## src/rtl/ssd1306_pkg.sv

```systemverilog
// Shared constants and types for the SSD1306 SPI panel driver:
// the fixed init command list, frame geometry and the sequencer states.
package ssd1306_pkg;

  localparam int INIT_LEN    = 15;
  localparam int FRAME_BYTES = 1024;

  // Horizontal addressing (20 00) keeps panel auto-increment aligned with pixel_address order
  localparam logic [7:0] INIT_CMDS [INIT_LEN] = '{
    8'hAE, 8'hD5, 8'h80, 8'hA8, 8'h3F, 8'hD3, 8'h00, 8'h40,
    8'h8D, 8'h14, 8'h20, 8'h00, 8'hA1, 8'hC8, 8'hAF
  };

  typedef enum logic [2:0] {
    PWR_WAIT,
    RST_LOW,
    CMD_LOAD,
    DATA_LOAD,
    FETCH,
    SHIFT
  } state_t;

  function automatic logic [7:0] init_cmd(input logic [3:0] idx);
    return (int'(idx) < INIT_LEN) ? INIT_CMDS[idx] : 8'h00;
  endfunction

endpackage

```

## src/rtl/ssd1306_spi_shifter.sv

```systemverilog
// SPI byte serialiser: MSB first, SCLK idles high, SDIN only moves while SCLK is low.
// byte_done is combinational so the sequencer can reload on the same edge the byte ends.
module ssd1306_spi_shifter
  import ssd1306_pkg::*;
#(
  parameter int SCLK_HALF = 1
) (
  input  logic       clk,
  input  logic       rst_n,
  input  logic       load,
  input  logic [7:0] data,
  output logic       sclk,
  output logic       sdin,
  output logic       busy,
  output logic       byte_done
);

  localparam int HALF_W = (SCLK_HALF > 1) ? $clog2(SCLK_HALF) : 1;

  logic [7:0]        shift_reg;
  logic [2:0]        bit_cnt;
  logic [HALF_W-1:0] half_cnt;
  logic              half_end;

  assign half_end  = (half_cnt == HALF_W'(SCLK_HALF - 1));
  assign byte_done = busy && sclk && half_end && (bit_cnt == 3'd7);

  always_ff @(posedge clk or negedge rst_n) begin
    if (!rst_n) begin
      shift_reg <= 8'h00;
      bit_cnt   <= 3'd0;
      half_cnt  <= '0;
      sclk      <= 1'b1;
      sdin      <= 1'b0;
      busy      <= 1'b0;
    end else if (load) begin
      shift_reg <= {data[6:0], 1'b0};
      sdin      <= data[7];
      sclk      <= 1'b0;
      busy      <= 1'b1;
      bit_cnt   <= 3'd0;
      half_cnt  <= '0;
    end else if (busy) begin
      if (half_end) begin
        half_cnt <= '0;
        if (!sclk) begin
          sclk <= 1'b1;
        end else if (bit_cnt == 3'd7) begin
          busy <= 1'b0;
        end else begin
          // Next bit is presented together with the falling edge
          sclk      <= 1'b0;
          sdin      <= shift_reg[7];
          shift_reg <= {shift_reg[6:0], 1'b0};
          bit_cnt   <= bit_cnt + 3'd1;
        end
      end else begin
        half_cnt <= half_cnt + 1'b1;
      end
    end
  end

endmodule

```

## src/rtl/ssd1306_spi_driver.sv

```systemverilog
// SSD1306 panel driver: power-up/reset sequencing, init command list, then endless
// refresh of the 1024-byte frame read from the text engine.
module ssd1306_spi_driver
  import ssd1306_pkg::*;
#(
  parameter logic [31:0] STARTUP_WAIT = 32'd10_000_000,
  parameter int          SCLK_HALF    = 1
) (
  input  logic       clk,
  input  logic       rst_n,
  output logic [9:0] pixel_address,
  input  logic [7:0] pixel_data,
  output logic       io_sclk,
  output logic       io_sdin,
  output logic       io_cs,
  output logic       io_dc,
  output logic       io_reset,
  output logic       frame_done
);

  state_t      state, next_state;
  logic [31:0] wait_cnt;
  logic [3:0]  cmd_idx;
  logic        wait_done;
  logic        load;
  logic [7:0]  load_byte;
  logic        busy;
  logic        byte_done;

  assign wait_done = (wait_cnt == STARTUP_WAIT - 32'd1);

  ssd1306_spi_shifter #(.SCLK_HALF(SCLK_HALF)) u_shifter (
    .clk       (clk),
    .rst_n     (rst_n),
    .load      (load),
    .data      (load_byte),
    .sclk      (io_sclk),
    .sdin      (io_sdin),
    .busy      (busy),
    .byte_done (byte_done)
  );

  always_ff @(posedge clk or negedge rst_n) begin
    if (!rst_n) state <= PWR_WAIT;
    else        state <= next_state;
  end

  always_comb begin
    next_state = state;
    load       = 1'b0;
    load_byte  = 8'h00;
    case (state)
      PWR_WAIT: if (wait_done) next_state = RST_LOW;
      RST_LOW:  if (wait_done) next_state = CMD_LOAD;
      CMD_LOAD: if (!busy) begin
        load       = 1'b1;
        load_byte  = init_cmd(cmd_idx);
        next_state = SHIFT;
      end
      FETCH:    next_state = DATA_LOAD;
      DATA_LOAD: if (!busy) begin
        load       = 1'b1;
        load_byte  = pixel_data;
        next_state = SHIFT;
      end
      SHIFT: if (byte_done) begin
        // io_dc low means we are still walking the init command list
        if (!io_dc && cmd_idx != 4'(INIT_LEN - 1)) next_state = CMD_LOAD;
        else                                       next_state = FETCH;
      end
      default: next_state = PWR_WAIT;
    endcase
  end

  always_ff @(posedge clk or negedge rst_n) begin
    if (!rst_n) begin
      wait_cnt      <= 32'd0;
      cmd_idx       <= 4'd0;
      pixel_address <= 10'd0;
      io_cs         <= 1'b1;
      io_dc         <= 1'b0;
      io_reset      <= 1'b1;
      frame_done    <= 1'b0;
    end else begin
      frame_done <= 1'b0;
      case (state)
        PWR_WAIT: begin
          wait_cnt <= wait_done ? 32'd0 : wait_cnt + 32'd1;
          if (wait_done) io_reset <= 1'b0;
        end
        RST_LOW: begin
          wait_cnt <= wait_done ? 32'd0 : wait_cnt + 32'd1;
          if (wait_done) begin
            io_reset <= 1'b1;
            io_cs    <= 1'b0;
          end
        end
        CMD_LOAD:  io_dc <= 1'b0;
        DATA_LOAD: io_dc <= 1'b1;
        SHIFT: if (byte_done) begin
          if (!io_dc) begin
            if (cmd_idx == 4'(INIT_LEN - 1)) io_dc   <= 1'b1;
            else                             cmd_idx <= cmd_idx + 4'd1;
          end else begin
            pixel_address <= pixel_address + 10'd1;
            if (pixel_address == 10'(FRAME_BYTES - 1)) frame_done <= 1'b1;
          end
        end
        default: ;
      endcase
    end
  end

endmodule

```

## config.mk

```make
export PLATFORM = sky130hd
export DESIGN_NAME = ssd1306_spi_driver
export DESIGN_NICKNAME = d
export VERILOG_FILES = /design/src/rtl/ssd1306_pkg.sv /design/src/rtl/ssd1306_spi_shifter.sv /design/src/rtl/ssd1306_spi_driver.sv
export SDC_FILE = /design/constraint.sdc
export NUM_CORES = 1
export LEC_CHECK = 0
export BUFFER_PORTS_ARGS = -buffer_cell sky130_fd_sc_hd__buf_2
export CAP_MARGIN = 20
export CORE_ASPECT_RATIO = 1.5
export CORE_MARGIN = 10
export CORE_UTILIZATION = 65
export DETAILED_ROUTE_END_ITERATION = 10
export GPL_TIMING_DRIVEN = 1
export HOLD_SLACK_MARGIN = 0.15
export PLACE_DENSITY_LB_ADDON = 0.25
export REMOVE_ABC_BUFFERS = 1
export SYNTH_ARGS = -nofsm -noshare
export SYNTH_HDL_FRONTEND = slang
export SYNTH_SLANG_ARGS = --single-unit
export TNS_END_PERCENT = 5
```

## constraint.sdc

```tcl
create_clock -name clk -period 4.9 [get_ports clk]
set_input_delay 0.49 -clock clk [delete_from_list [all_inputs] [get_ports clk]]
set_output_delay 0.49 -clock clk [all_outputs]
set_load 0.01 [all_outputs]
```

==> results of run 1 <==
worst register-to-register path: stages (launching register included):
cell and delay, ns:
sky130_fd_sc_hd__dfrtp_1 0.42, sky130_fd_sc_hd__nor4b_1 0.42, sky130_fd_sc_hd__nand4_1 0.24, sky130_fd_sc_hd__nor3_2 0.32, sky130_fd_sc_hd__and3_2 0.39, sky130_fd_sc_hd__mux2_1 0.35
cells in the mapped netlist (2+ instances only):
master,count,area share (%)
sky130_fd_sc_hd__or3_1,2,0.35
sky130_fd_sc_hd__nand2_2,2,0.35
sky130_fd_sc_hd__a22o_1,2,0.49
sky130_fd_sc_hd__a21o_1,2,0.42
sky130_fd_sc_hd__nand2_1,44,4.6
sky130_fd_sc_hd__xor2_1,9,2.2
sky130_fd_sc_hd__dfrtp_1,63,44
sky130_fd_sc_hd__nand4_1,20,3.5
sky130_fd_sc_hd__mux2i_1,2,0.56
sky130_fd_sc_hd__dfstp_2,3,2.2
sky130_fd_sc_hd__and4_1,2,0.49
sky130_fd_sc_hd__buf_2,3,0.42
sky130_fd_sc_hd__clkbuf_1,10,1.0
sky130_fd_sc_hd__buf_4,2,0.42
sky130_fd_sc_hd__nor2b_1,5,0.87
sky130_fd_sc_hd__inv_1,5,0.52
sky130_fd_sc_hd__nor4b_1,2,0.49
sky130_fd_sc_hd__a211oi_1,2,0.42
sky130_fd_sc_hd__mux2_2,2,0.63
sky130_fd_sc_hd__nand3_1,15,2.1
sky130_fd_sc_hd__nor3_4,2,0.91
sky130_fd_sc_hd__nor4_1,3,0.52
sky130_fd_sc_hd__nor2_1,30,3.1
sky130_fd_sc_hd__o21ai_0,18,2.5
sky130_fd_sc_hd__a221oi_1,7,1.7
sky130_fd_sc_hd__a31oi_1,8,1.4
sky130_fd_sc_hd__ha_1,11,3.8
sky130_fd_sc_hd__xnor2_1,33,8.1
sky130_fd_sc_hd__nand2b_1,5,0.87
sky130_fd_sc_hd__a21oi_1,11,1.5
sky130_fd_sc_hd__and3_1,8,1.4
sky130_fd_sc_hd__and2_1,2,0.35
sky130_fd_sc_hd__nor3_1,3,0.42
sky130_fd_sc_hd__nor3b_1,4,0.84
report_power, final:
part,switching [W],internal [W],total (W)
registers,0,0.000545,0.000545
logic,0.0000108,0.00000303,0.0000139
clock network,0.000207,0.000299,0.000506
total,0.000218,0.000846,0.00106
through the flow:
step	cell area, um2	power (W)	utilization (%)	hold WS, ns
2_1_floorplan	3510	0.000555	-	0.194
3_3_place_gp	3730	0.000570	69.0	0.469
3_5_place_dp	3730	0.000570	69.0	0.471
4_1_cts	3950	0.00107	73.0	0.345
5_1_grt	3950	0.00110	73.0	0.376
6_report	3950	0.00106	73.0	0.309
area by class of cell:
class,count,area share [%]
repair buffers,26,3.36
clock buffers,11,3.58
well taps,70,2.22
clock inverters,5,1.96
flip-flops and latches,66,41.9
inverters,5,0.475
multi-input cells,275,46.5
worst paths after layout:
check	end	startpoint	slack (ns)
setup / recovery	io_reset$_DFFE_PN1P_	wait_cnt[22]$_DFFE_PN0P_	2.68
hold / removal	wait_cnt[7]$_DFFE_PN0P_	rst_n	0.31
setup reg to reg	io_reset$_DFFE_PN1P_	wait_cnt[22]$_DFFE_PN0P_	2.68
hold reg to reg	wait_cnt[31]$_DFFE_PN0P_	wait_cnt[31]$_DFFE_PN0P_	0.49
max in group asynchronous	frame_done$_DFF_PN0_	rst_n	4.04
min in group clk	u_shifter.sdin$_DFFE_PN0P_	pixel_data[7]	0.46
logic make-up (layout without fill, tap and decap cells):
family / Yosys count / after routing
simple gates: 160 / 160
compound gates: 57 / 57
xor+xnor: 42 / 42
flops: 66 / 66
fa+ha+maj: 11 / 11
buf+inv: 21 / 47
mux: 5 / 5
routing by layer:
metal / wire length (um) / track usage (%) / vias up
met5: 0 / 0 / -
met2: 4460 / 34.6 / 76
met3: 299 / 4.38 / 24
met4: 241 / 8.81 / 0
li1: - / - / 1331
met1: 3040 / 20.3 / 1370
==> impl_table.tex, run 1 <==
\begin{tabular}{lr}
\hline
Metric & Value \\
\hline
\multicolumn{2}{l}{\textbf{Status}} \\
\quad Result of the run & finished clean \\
\multicolumn{2}{l}{\textbf{Yosys}} \\
\quad Number of flops mapped to enable cells by yosys & 0 \\
\quad Sequential fraction of the synthesis area & 46.1\% \\
\quad Synth Area in Simple Gates & between 20\% and 30\% \\
\quad Post-synthesis xor/xnor area fraction & 10.3\% \\
\quad Adder-Cell Fraction of Synth Area & under 10\% \\
\quad Count of warnings emitted by yosys & 0 \\
\quad Combinational family with the most area after synthesis & simple AND/OR/NAND/NOR gates \\
\quad Most frequently used flop master after synthesis & sky130\_fd\_sc\_hd\_\_dfrtp\_1 \\
\quad Yosys cell types & 54 \\
\quad Summed instance area of the synthesized netlist & 3590 um2 \\
\quad Post-synth ARST share & 100\% \\
\quad Seq cells post-synth & 66 \\
\quad Post-synthesis compound-gate area fraction & 10.5\% \\
\quad Average instance area after synthesis & around 9.9 um2 \\
\quad Synthesized instance count & between 300 and 400 \\
\quad Portion of netlist area occupied by mux cells & 1.50\% \\
\multicolumn{2}{l}{\textbf{Timing}} \\
\quad Share of the clock period used by the worst path & a little under half \\
\quad Slew at the pin closest to its max-slew limit & between 0.8 and 0.9 ns \\
\quad Hold Violations, Final & 0 \\
\quad Final Worst Setup Slack & between 2 and 3 ns \\
\quad Fmax & approximately 450 MHz \\
\quad Fin Clk Skew & about 0.0083 ns \\
\quad Final-report max-slew violation count & 0 \\
\quad Total negative slack & 0 ns \\
\quad Slew Limit Headroom & between 40 and 50\% \\
\quad Setup repair after global routing missed its margin & no \\
\quad Setup Viol. Count Final & 0 \\
\quad Min cycle time layout & approximately 2.2 ns \\
\multicolumn{2}{l}{\textbf{Worst setup path}} \\
\quad Data arrival time at the worst-slack endpoint & 2.49 ns \\
\quad Element type at the critical path start & flop \\
\quad Path length in cells of the critical path & 5 \\
\quad WP buf/inv & 0 \\
\quad R2R depth & 5 \\
\quad Largest fanout on the critical path & 11 \\
\quad Endpoint required time on the critical path & approximately 5.2 ns \\
\quad Crit path cell chain & nor4b\_1, nand4\_1, nor3\_2, and3\_2, mux2\_1 \\
\quad CP delay by family, top & simple AND/OR/NAND/NOR gates \\
\quad Setup CP Type & reg -> reg \\
\quad Slowest library cell on the worst path & sky130\_fd\_sc\_hd\_\_dfrtp\_1 \\
\quad Largest stage delay on the critical path & 0.42 ns \\
\quad Critical Path End Type & flop \\
\multicolumn{2}{l}{\textbf{Route}} \\
\quad Residual DRC count & 0 \\
\quad Number of routed nets with antenna violations & 0 \\
\quad Total iterations of the first detailed-routing run & 5 \\
\quad Total routed wirelength & 8.05 mm \\
\quad Iteration-0 DRC Markers & around 170 \\
\quad Avg WL per Cell & between 15 and 20 um \\
\quad Vias & between 2000 and 3000 \\
\quad Mean number of vias per cell & slightly above 6 \\
\multicolumn{2}{l}{\textbf{Placement}} \\
\quad Cell Count Post-Placement & 442 \\
\quad DP HPWL & about 5.8 mm \\
\quad PortBufs & 25 \\
\quad Final Wtd Congestion & 0.887 \\
\quad Post-place setup slack & 2.76 ns \\
\multicolumn{2}{l}{\textbf{Pwr}} \\
\quad Power Density & around 270 nW/um2 \\
\quad Leakage power total & 1.79 nW \\
\quad Worst ir drop on vdd & 251 uV \\
\multicolumn{2}{l}{\textbf{Floorplan}} \\
\quad DIE AREA & 8950 um2 \\
\quad Number of core rows & 33 \\
\quad Core area & 5410 um2 \\
\quad Floorplan die width & between 80 and 90 um \\
\quad Floorplan die height & roughly 110 um \\
\quad Number of top-level design ports & 26 \\
\quad Initial core utilization & 66.3\% \\
\multicolumn{2}{l}{\textbf{Job}} \\
\quad Max Cap Violations & 0 \\
\multicolumn{2}{l}{\textbf{GRT}} \\
\quad Initial antenna violation count & 0 \\
\quad Pin count of the biggest net entering global routing & 67 \\
\quad GRT Overall Usage & between 10\% and 20\% \\
\quad Vias in the first global route & just under 3000 \\
\quad Wire length of the first global-routing pass & about 14 mm \\
\quad Global-route congestion overflow total & 0 \\
\multicolumn{2}{l}{\textbf{Clock tree}} \\
\quad Number of H-tree levels & 3 \\
\quad TritonCTS clock tree & done \\
\quad Root Buffer & sky130\_fd\_sc\_hd\_\_clkbuf\_8 \\
\quad Post-CTS Hold Fix Bufs & 0 \\
\quad Setup Buffers After CTS & 0 \\
\quad Skew-Pair Late Insertion Delay & around 0.34 ns \\
\quad Number of instances resized during post-cts repair & 0 \\
\quad Bufs on Longest Clock Path & 2 \\
\quad Clk pin slew, worst setup/hold paths & roughly 0.070 ns \\
\quad CTS buffer count & 9 \\
\quad Clock sink count & 66 \\
\multicolumn{2}{l}{\textbf{Layout}} \\
\quad Share of layout cells above drive strength 1 & approximately 16\% \\
\quad Filler Cells Inserted & 407 \\
\quad Non-filler instance count after layout & roughly 460 \\
\quad Multi-input combinational cell area & $\sim$1800 um2 \\
\quad Number of flip-flops under the largest register name & 32 \\
\quad Most frequent standard cell in the layout excluding fill and tap cells & sky130\_fd\_sc\_hd\_\_dfrtp\_1 \\
\quad Post-layout nets & approximately 400 \\
\quad Antenna fix cells & 0 \\
\quad Highest-count cells in the layout ignoring fill and taps & sky130\_fd\_sc\_hd\_\_dfrtp\_1, sky130\_fd\_sc\_hd\_\_nand2\_1, sky130\_fd\_sc\_hd\_\_xnor2\_1, sky130\_fd\_sc\_hd\_\_nor2\_1, sky130\_fd\_sc\_hd\_\_buf\_2 \\
\quad Layout-stage area growth over the synthesis result & 10.0\% \\
\quad Seq. cell area & 1660 um2 \\
\multicolumn{2}{l}{\textbf{Hold path}} \\
\quad Class of the tightest hold or removal check & in -> async \\
\hline
\end{tabular}
Power figures use the tool's default switching activity.
==> inputs of run 2 (changes only) <==
CORE_UTILIZATION = 60   (was 65)
clock period = 2.2 ns   (was 4.9 ns; I/O delays follow)
==> run 2 against run 1 <==
Routed wire length is 4.1% lower. Sequential power grew 120%. First-iteration DRC count increased by 11%. Critical path depth did not move. Sequential share of layout area shrank 0.50 points. Largest cell class unchanged. Largest power group unchanged. Highest routed layer unchanged.
==> impl_table.tex, run 2 (synthesis gave the netlist of run 1 again) <==
\begin{tabular}{lr}
\hline
Metric & Value \\
\hline
\multicolumn{2}{l}{\textbf{Timing}} \\
\quad Setup Viol. Count Final & 0 (unchanged) \\
\quad Slew Limit Headroom & 54.6\% (+8.6 points) \\
\quad Setup repair after global routing missed its margin & no \\
\quad Final-report max-slew violation count & 0 (unchanged) \\
\quad Share of the clock period used by the worst path & 91.1\% (+46 points) \\
\quad Total negative slack & 0 ns (unchanged) \\
\quad Fmax & 499 MHz (+10\%) \\
\quad Min cycle time layout & 2.00 ns (-0.210 ns) \\
\quad Slew at the pin closest to its max-slew limit & 0.682 ns (-0.129 ns) \\
\quad Hold Violations, Final & 0 (unchanged) \\
\quad Post-route worst hold slack & 0.202 ns (-0.107 ns) \\
\quad Fin Clk Skew & 0.00825 ns (-0.0000505 ns) \\
\multicolumn{2}{l}{\textbf{GRT}} \\
\quad Wire length of the first global-routing pass & 13.0 mm (-6.1\%) \\
\quad Initial antenna violation count & 0 (unchanged) \\
\quad GRT Overall Usage & 16.3\% (-3.0 points) \\
\quad Vias in the first global route & 2799 (-3.8\%) \\
\quad Pin count of the biggest net entering global routing & 42 (-37\%) \\
\quad Global-route congestion overflow total & 0 (unchanged) \\
\multicolumn{2}{l}{\textbf{Floorplan}} \\
\quad Number of core rows & 34 (+3.0\%) \\
\quad Number of top-level design ports & 26 (unchanged) \\
\quad DIE AREA & 9540 um2 (+6.5\%) \\
\quad Floorplan die height & 115 um (+3.3\%) \\
\quad Floorplan die width & 83.1 um (+3.1\%) \\
\quad Core area & 5830 um2 (+7.7\%) \\
\quad Initial core utilization & 61.6\% (-4.8 points) \\
\multicolumn{2}{l}{\textbf{Clock tree}} \\
\quad Clk pin slew, worst setup/hold paths & 0.07 ns (about the same) \\
\quad Number of H-tree levels & 3 (unchanged) \\
\quad Root Buffer & sky130\_fd\_sc\_hd\_\_clkbuf\_8 \\
\quad Clock sink count & 66 (unchanged) \\
\quad Bufs on Longest Clock Path & 2 (unchanged) \\
\quad TritonCTS clock tree & done \\
\quad Skew-Pair Late Insertion Delay & 0.34 ns (about the same) \\
\quad Number of instances resized during post-cts repair & 0 (unchanged) \\
\quad CTS buffer count & 9 (unchanged) \\
\quad Setup Buffers After CTS & 0 (unchanged) \\
\multicolumn{2}{l}{\textbf{Route}} \\
\quad Total iterations of the first detailed-routing run & 4 (-1) \\
\quad Residual DRC count & 0 (unchanged) \\
\quad Vias & 2786 (-0.54\%) \\
\quad Avg WL per Cell & 16.4 um (-6.5\%) \\
\quad Mean number of vias per cell & 5.93 (-3.1\%) \\
\quad Iteration-0 DRC Markers & 183 (+11\%) \\
\quad Total routed wirelength & 7.72 mm (-4.1\%) \\
\quad Number of routed nets with antenna violations & 0 (unchanged) \\
\multicolumn{2}{l}{\textbf{Hold path}} \\
\quad Worst hold path stage count & 3 \\
\quad Class of the tightest hold or removal check & in -> reg \\
\multicolumn{2}{l}{\textbf{Layout}} \\
\quad Layout-stage area growth over the synthesis result & 11.4\% \\
\quad Highest-count cells in the layout ignoring fill and taps & sky130\_fd\_sc\_hd\_\_dfrtp\_1, sky130\_fd\_sc\_hd\_\_nand2\_1, sky130\_fd\_sc\_hd\_\_xnor2\_1, sky130\_fd\_sc\_hd\_\_nor2\_1, sky130\_fd\_sc\_hd\_\_buf\_2 \\
\quad Share of layout cells above drive strength 1 & 17.3\% (+1.6 points) \\
\quad Total non-filler cell area in the finished layout & 4000 um2 (+1.2\%) \\
\quad Most frequent standard cell in the layout excluding fill and tap cells & sky130\_fd\_sc\_hd\_\_dfrtp\_1 \\
\quad Antenna fix cells & 0 (unchanged) \\
\quad Filler Cells Inserted & 455 (+12\%) \\
\quad Multi-input combinational cell area & 1840 um2 (unchanged) \\
\quad Seq. cell area & 1660 um2 (unchanged) \\
\quad Post-layout nets & 414 (+2.5\%) \\
\quad Number of flip-flops under the largest register name & 32 (unchanged) \\
\multicolumn{2}{l}{\textbf{Placement}} \\
\quad PortBufs & 25 (unchanged) \\
\quad Final Wtd Congestion & 0.922 (+3.9\%) \\
\quad DP HPWL & 5.79 mm (+0.47\%) \\
\quad Area post-placement & 3810 um2 (+2.2\%) \\
\multicolumn{2}{l}{\textbf{Worst setup path}} \\
\quad Critical Path End Type & flop \\
\quad R2R depth & 5 (unchanged) \\
\quad Endpoint required time on the critical path & 2.46 ns (-2.71 ns) \\
\quad Data arrival time at the worst-slack endpoint & 2.26 ns (-0.23 ns) \\
\quad Element type at the critical path start & flop \\
\quad Setup CP Type & reg -> reg \\
\quad Largest fanout on the critical path & 8 (-3) \\
\multicolumn{2}{l}{\textbf{Pwr}} \\
\quad Total design power & 0.00216 W (+100\%) \\
\quad Power Density & 540 nW/um2 (+100\%) \\
\quad Worst ir drop on vdd & 357 uV (+42\%) \\
\quad Leakage power total & 1.83 nW (+2.2\%) \\
\multicolumn{2}{l}{\textbf{Job}} \\
\quad Max Cap Violations & 0 (unchanged) \\
\multicolumn{2}{l}{\textbf{Status}} \\
\quad Result of the run & finished clean \\
\hline
\end{tabular}
[run 2: repair_timing]
item,in CTS,in global routing
hold buffers,1,0
setup endpoints to repair,0,0
hold endpoints to repair,22,0
[run 2: critical path: stages, from the launching register on]
cell and delay (ns):
sky130_fd_sc_hd__dfrtp_1 0.52, sky130_fd_sc_hd__nand4_1 0.13, sky130_fd_sc_hd__or3_1 0.37, sky130_fd_sc_hd__nor3_2 0.26
sky130_fd_sc_hd__and3_2 0.31, sky130_fd_sc_hd__mux2_1 0.34
[run 2: layer usage]
layer	vias to the layer above	global-route usage [%]	share of wire, %	routed length [um]
met5	-	0	0	0
met4	0	6.83	2.4	184
met3	15	3.92	3.1	239
met2	64	30.0	54	4190
met1	1359	17.5	40	3100
li1	1348	-	-	-
[run 2: worst paths after layout]
check | start | to | slack (ns)
setup reg to reg | wait_cnt[9]$_DFFE_PN0P_ | io_reset$_DFFE_PN1P_ | 0.20
hold reg to reg | io_cs$_DFFE_PN1P_ | io_cs$_DFFE_PN1P_ | 0.49
min in group asynchronous | rst_n | wait_cnt[6]$_DFFE_PN0P_ | 0.43
hold / removal | pixel_data[7] | u_shifter.sdin$_DFFE_PN0P_ | 0.20
max in group asynchronous | rst_n | pixel_address[0]$_DFFE_PN0P_ | 1.14
setup / recovery | wait_cnt[9]$_DFFE_PN0P_ | io_reset$_DFFE_PN1P_ | 0.20
[run 2: area by class of cell]
type,instances,share of cell area (%)
Timing Repair Buffer,36,5.57
Clock buffer,13,3.98
Sequential cell,66,41.4
Clock inverter,3,0.376
Inverter,5,0.470
Multi-Input combinational cell,275,45.9
Tap cell,72,2.25
[run 2: report_power, final]
part           switching (W)  total (W)  internal (W)
combinational      0.0000260  0.0000364     0.0000104
clock               0.000441   0.000906      0.000466
sequential                 0    0.00121       0.00121
[run 2: stage by stage]
| step | instances | setup WS (ns) | util [%] |
|---|---|---|---|
| 2_1_floorplan | 346 | 0.416 | - |
| 5_1_grt | 470 | 0.0604 | 68.6 |
| 6_report | 470 | 0.195 | 68.6 |
| 3_5_place_dp | 453 | 0.197 | 65.4 |
| 3_3_place_gp | 453 | 0.208 | 65.4 |
| 4_1_cts | 470 | 0.185 | 68.6 |
==> inputs of run 3 (changes only) <==
CORE_UTILIZATION = 62   (was 60)
CTS_BUF_LIST = sky130_fd_sc_hd__clkbuf_4   (was default)
==> run 3 against run 2 <==
Highest routed layer unchanged. Combinational power grew 14%. Via count rose by 1.8%. Critical path type unchanged. Setup slack lost 0.094 ns. Routed wire length increased by 2.1%. Largest power group unchanged. Clock skew up 0.0045 ns. Clock power is 12% lower. Sequential share of layout area grew 0.16 points.
==> impl_table.tex, run 3 (synthesis gave the netlist of run 1 again) <==
\begin{tabular}{lr}
\hline
Metric & Value \\
\hline
\multicolumn{2}{l}{\textbf{Status}} \\
\quad Result of the run & finished clean \\
\multicolumn{2}{l}{\textbf{Timing}} \\
\quad Slew at the pin closest to its max-slew limit & 0.646 ns (-0.0358 ns) \\
\quad Hold Violations, Final & 0 (unchanged) \\
\quad Setup Viol. Count Final & 0 (unchanged) \\
\quad Total negative slack & 0 ns (unchanged) \\
\quad Fin Clk Skew & 0.0127 ns (+0.00449 ns) \\
\quad Share of the clock period used by the worst path & 95.4\% (+4.3 points) \\
\quad Final-report max-slew violation count & 0 (unchanged) \\
\quad Final Worst Setup Slack & 0.101 ns (-0.0940 ns) \\
\quad Setup repair after global routing missed its margin & no \\
\quad Fmax & 476 MHz (-4.5\%) \\
\quad Slew Limit Headroom & 56.3\% (+1.8 points) \\
\quad Min cycle time layout & 2.10 ns (+0.0940 ns) \\
\multicolumn{2}{l}{\textbf{Placement}} \\
\quad Area post-placement & 3790 um2 (-0.46\%) \\
\quad Final Wtd Congestion & 0.964 (+4.6\%) \\
\quad DP HPWL & 5.78 mm (-0.22\%) \\
\quad PortBufs & 25 (unchanged) \\
\quad Post-place setup slack & 0.180 ns (-0.0168 ns) \\
\multicolumn{2}{l}{\textbf{Worst setup path}} \\
\quad Critical Path End Type & flop \\
\quad Critical Path Sink & io\_reset\$\_DFFE\_PN1P\_ \\
\quad Worst reg2reg path endpoint & io\_reset\$\_DFFE\_PN1P\_ \\
\quad Start point of the critical path & wait\_cnt[11]\$\_DFFE\_PN0P\_ \\
\quad Element type at the critical path start & flop \\
\quad Largest fanout on the critical path & 5 (-3) \\
\quad Data arrival time at the worst-slack endpoint & 2.45 ns (+0.19 ns) \\
\quad Setup CP Type & reg -> reg \\
\quad Endpoint required time on the critical path & 2.55 ns (+0.09 ns) \\
\quad FF-to-FF setup slack & 0.10 ns (-0.09 ns) \\
\quad R2R depth & 5 (unchanged) \\
\quad Launch instance of the worst register-to-register path & wait\_cnt[11]\$\_DFFE\_PN0P\_ \\
\multicolumn{2}{l}{\textbf{Clock tree}} \\
\quad Number of instances resized during post-cts repair & 0 (unchanged) \\
\quad Setup Buffers After CTS & 0 (unchanged) \\
\quad Post-CTS Hold Fix Bufs & 5 (+4) \\
\quad Clk pin slew, worst setup/hold paths & 0.12 ns (+0.05 ns) \\
\quad CTS buffer count & 9 (unchanged) \\
\quad Clock sink count & 66 (unchanged) \\
\quad Root Buffer & sky130\_fd\_sc\_hd\_\_clkbuf\_4 \\
\quad TritonCTS clock tree & done \\
\quad Bufs on Longest Clock Path & 2 (unchanged) \\
\quad Skew-Pair Late Insertion Delay & 0.41 ns (+0.07 ns) \\
\quad Number of H-tree levels & 3 (unchanged) \\
\multicolumn{2}{l}{\textbf{Route}} \\
\quad Number of routed nets with antenna violations & 0 (unchanged) \\
\quad Residual DRC count & 0 (unchanged) \\
\quad Mean number of vias per cell & 6.03 (+1.8\%) \\
\quad Vias & 2835 (+1.8\%) \\
\quad Total iterations of the first detailed-routing run & 4 (unchanged) \\
\quad Iteration-0 DRC Markers & 197 (+7.7\%) \\
\quad Total routed wirelength & 7.88 mm (+2.1\%) \\
\quad Avg WL per Cell & 16.8 um (+2.1\%) \\
\multicolumn{2}{l}{\textbf{Layout}} \\
\quad Antenna fix cells & 0 (unchanged) \\
\quad Most frequent standard cell in the layout excluding fill and tap cells & sky130\_fd\_sc\_hd\_\_dfrtp\_1 \\
\quad Layout-stage area growth over the synthesis result & 10.9\% \\
\quad Total non-filler cell area in the finished layout & 3980 um2 (-0.38\%) \\
\quad Highest-count cells in the layout ignoring fill and taps & sky130\_fd\_sc\_hd\_\_dfrtp\_1, sky130\_fd\_sc\_hd\_\_nand2\_1, sky130\_fd\_sc\_hd\_\_xnor2\_1, sky130\_fd\_sc\_hd\_\_nor2\_1, sky130\_fd\_sc\_hd\_\_buf\_2 \\
\quad Post-layout nets & 416 (+0.48\%) \\
\quad Number of flip-flops under the largest register name & 32 (unchanged) \\
\quad Share of layout cells above drive strength 1 & 16.8\% (-0.59 points) \\
\multicolumn{2}{l}{\textbf{Floorplan}} \\
\quad Initial core utilization & 64.9\% (+3.3 points) \\
\quad Number of core rows & 33 (-2.9\%) \\
\quad Number of top-level design ports & 26 (unchanged) \\
\quad Floorplan die width & 82.1 um (-1.2\%) \\
\quad DIE AREA & 9290 um2 (-2.6\%) \\
\quad Core area & 5530 um2 (-5.1\%) \\
\quad Floorplan die height & 113 um (-1.3\%) \\
\multicolumn{2}{l}{\textbf{GRT}} \\
\quad Pin count of the biggest net entering global routing & 43 (+2.4\%) \\
\quad GRT Overall Usage & 18.4\% (+2.0 points) \\
\quad Global-route congestion overflow total & 0 (unchanged) \\
\quad Wire length of the first global-routing pass & 13.6 mm (+4.4\%) \\
\quad Vias in the first global route & 2819 (+0.71\%) \\
\quad Initial antenna violation count & 0 (unchanged) \\
\multicolumn{2}{l}{\textbf{Hold path}} \\
\quad Class of the tightest hold or removal check & in -> reg \\
\quad Hold Crit Start & pixel\_data[6] \\
\multicolumn{2}{l}{\textbf{Job}} \\
\quad Max Cap Violations & 0 (unchanged) \\
\multicolumn{2}{l}{\textbf{Pwr}} \\
\quad Power Density & 515 nW/um2 (-4.5\%) \\
\quad Total design power & 0.00205 W (-4.8\%) \\
\quad Leakage power total & 1.81 nW (-1.2\%) \\
\quad Worst ir drop on vdd & 400 uV (+12\%) \\
\hline
\end{tabular}
run 3: through the flow:
stage	util, %	hold WS, ns	cells
3_3_place_gp	68.6	0.246	449
4_1_cts	72.0	0.154	470
3_5_place_dp	68.6	0.257	449
5_1_grt	72.0	0.157	470
2_1_floorplan	-	-0.0756	346
6_report	72.0	0.156	470
run 3: critical path, cell delays in order (launching register included):
cell	delay [ns]
sky130_fd_sc_hd__dfrtp_1	0.46
sky130_fd_sc_hd__nor4b_1	0.63
sky130_fd_sc_hd__nand4_1	0.19
sky130_fd_sc_hd__nor3_2	0.17
sky130_fd_sc_hd__and3_2	0.26
sky130_fd_sc_hd__mux2_1	0.32
run 3: worst min-delay path by stage:
stage                                                     to  slack (ns)  cells past startpoint
final                     u_shifter.shift_reg[7]$_DFFE_PN0P_        0.16                      3
after global routing      u_shifter.shift_reg[2]$_DFFE_PN0P_        0.16                      3
after CTS                 u_shifter.shift_reg[3]$_DFFE_PN0P_        0.15                      3
after detailed placement             wait_cnt[8]$_DFFE_PN0P_        0.26                      1
after global placement              wait_cnt[14]$_DFFE_PN0P_        0.25                      1
after floorplan                       cmd_idx[0]$_DFFE_PN0P_       -0.08                      0
run 3: power by group:
part	internal (W)	switching, W
combinational	0.0000151	0.0000265
sequential	0.00121	0
clock	0.000342	0.000456
run 3: area by class of cell:
type	instances	area, um2
Clock inverter	7	68.8
Sequential cell	66	1660
Timing Repair Buffer	38	248
Fill cell	418	1550
Multi-Input combinational cell	275	1840
Clock buffer	9	67.6
Tap cell	70	87.6
Inverter	5	18.8
run 3: per-layer routing:
| metal | share of wire [%] | track usage (%) |
|---|---|---|
| met2 | 52 | 30.0 |
| met3 | 3.7 | 3.25 |
| met4 | 5.2 | 12.1 |
| met1 | 39 | 21.0 |
| met5 | 0 | 0 |
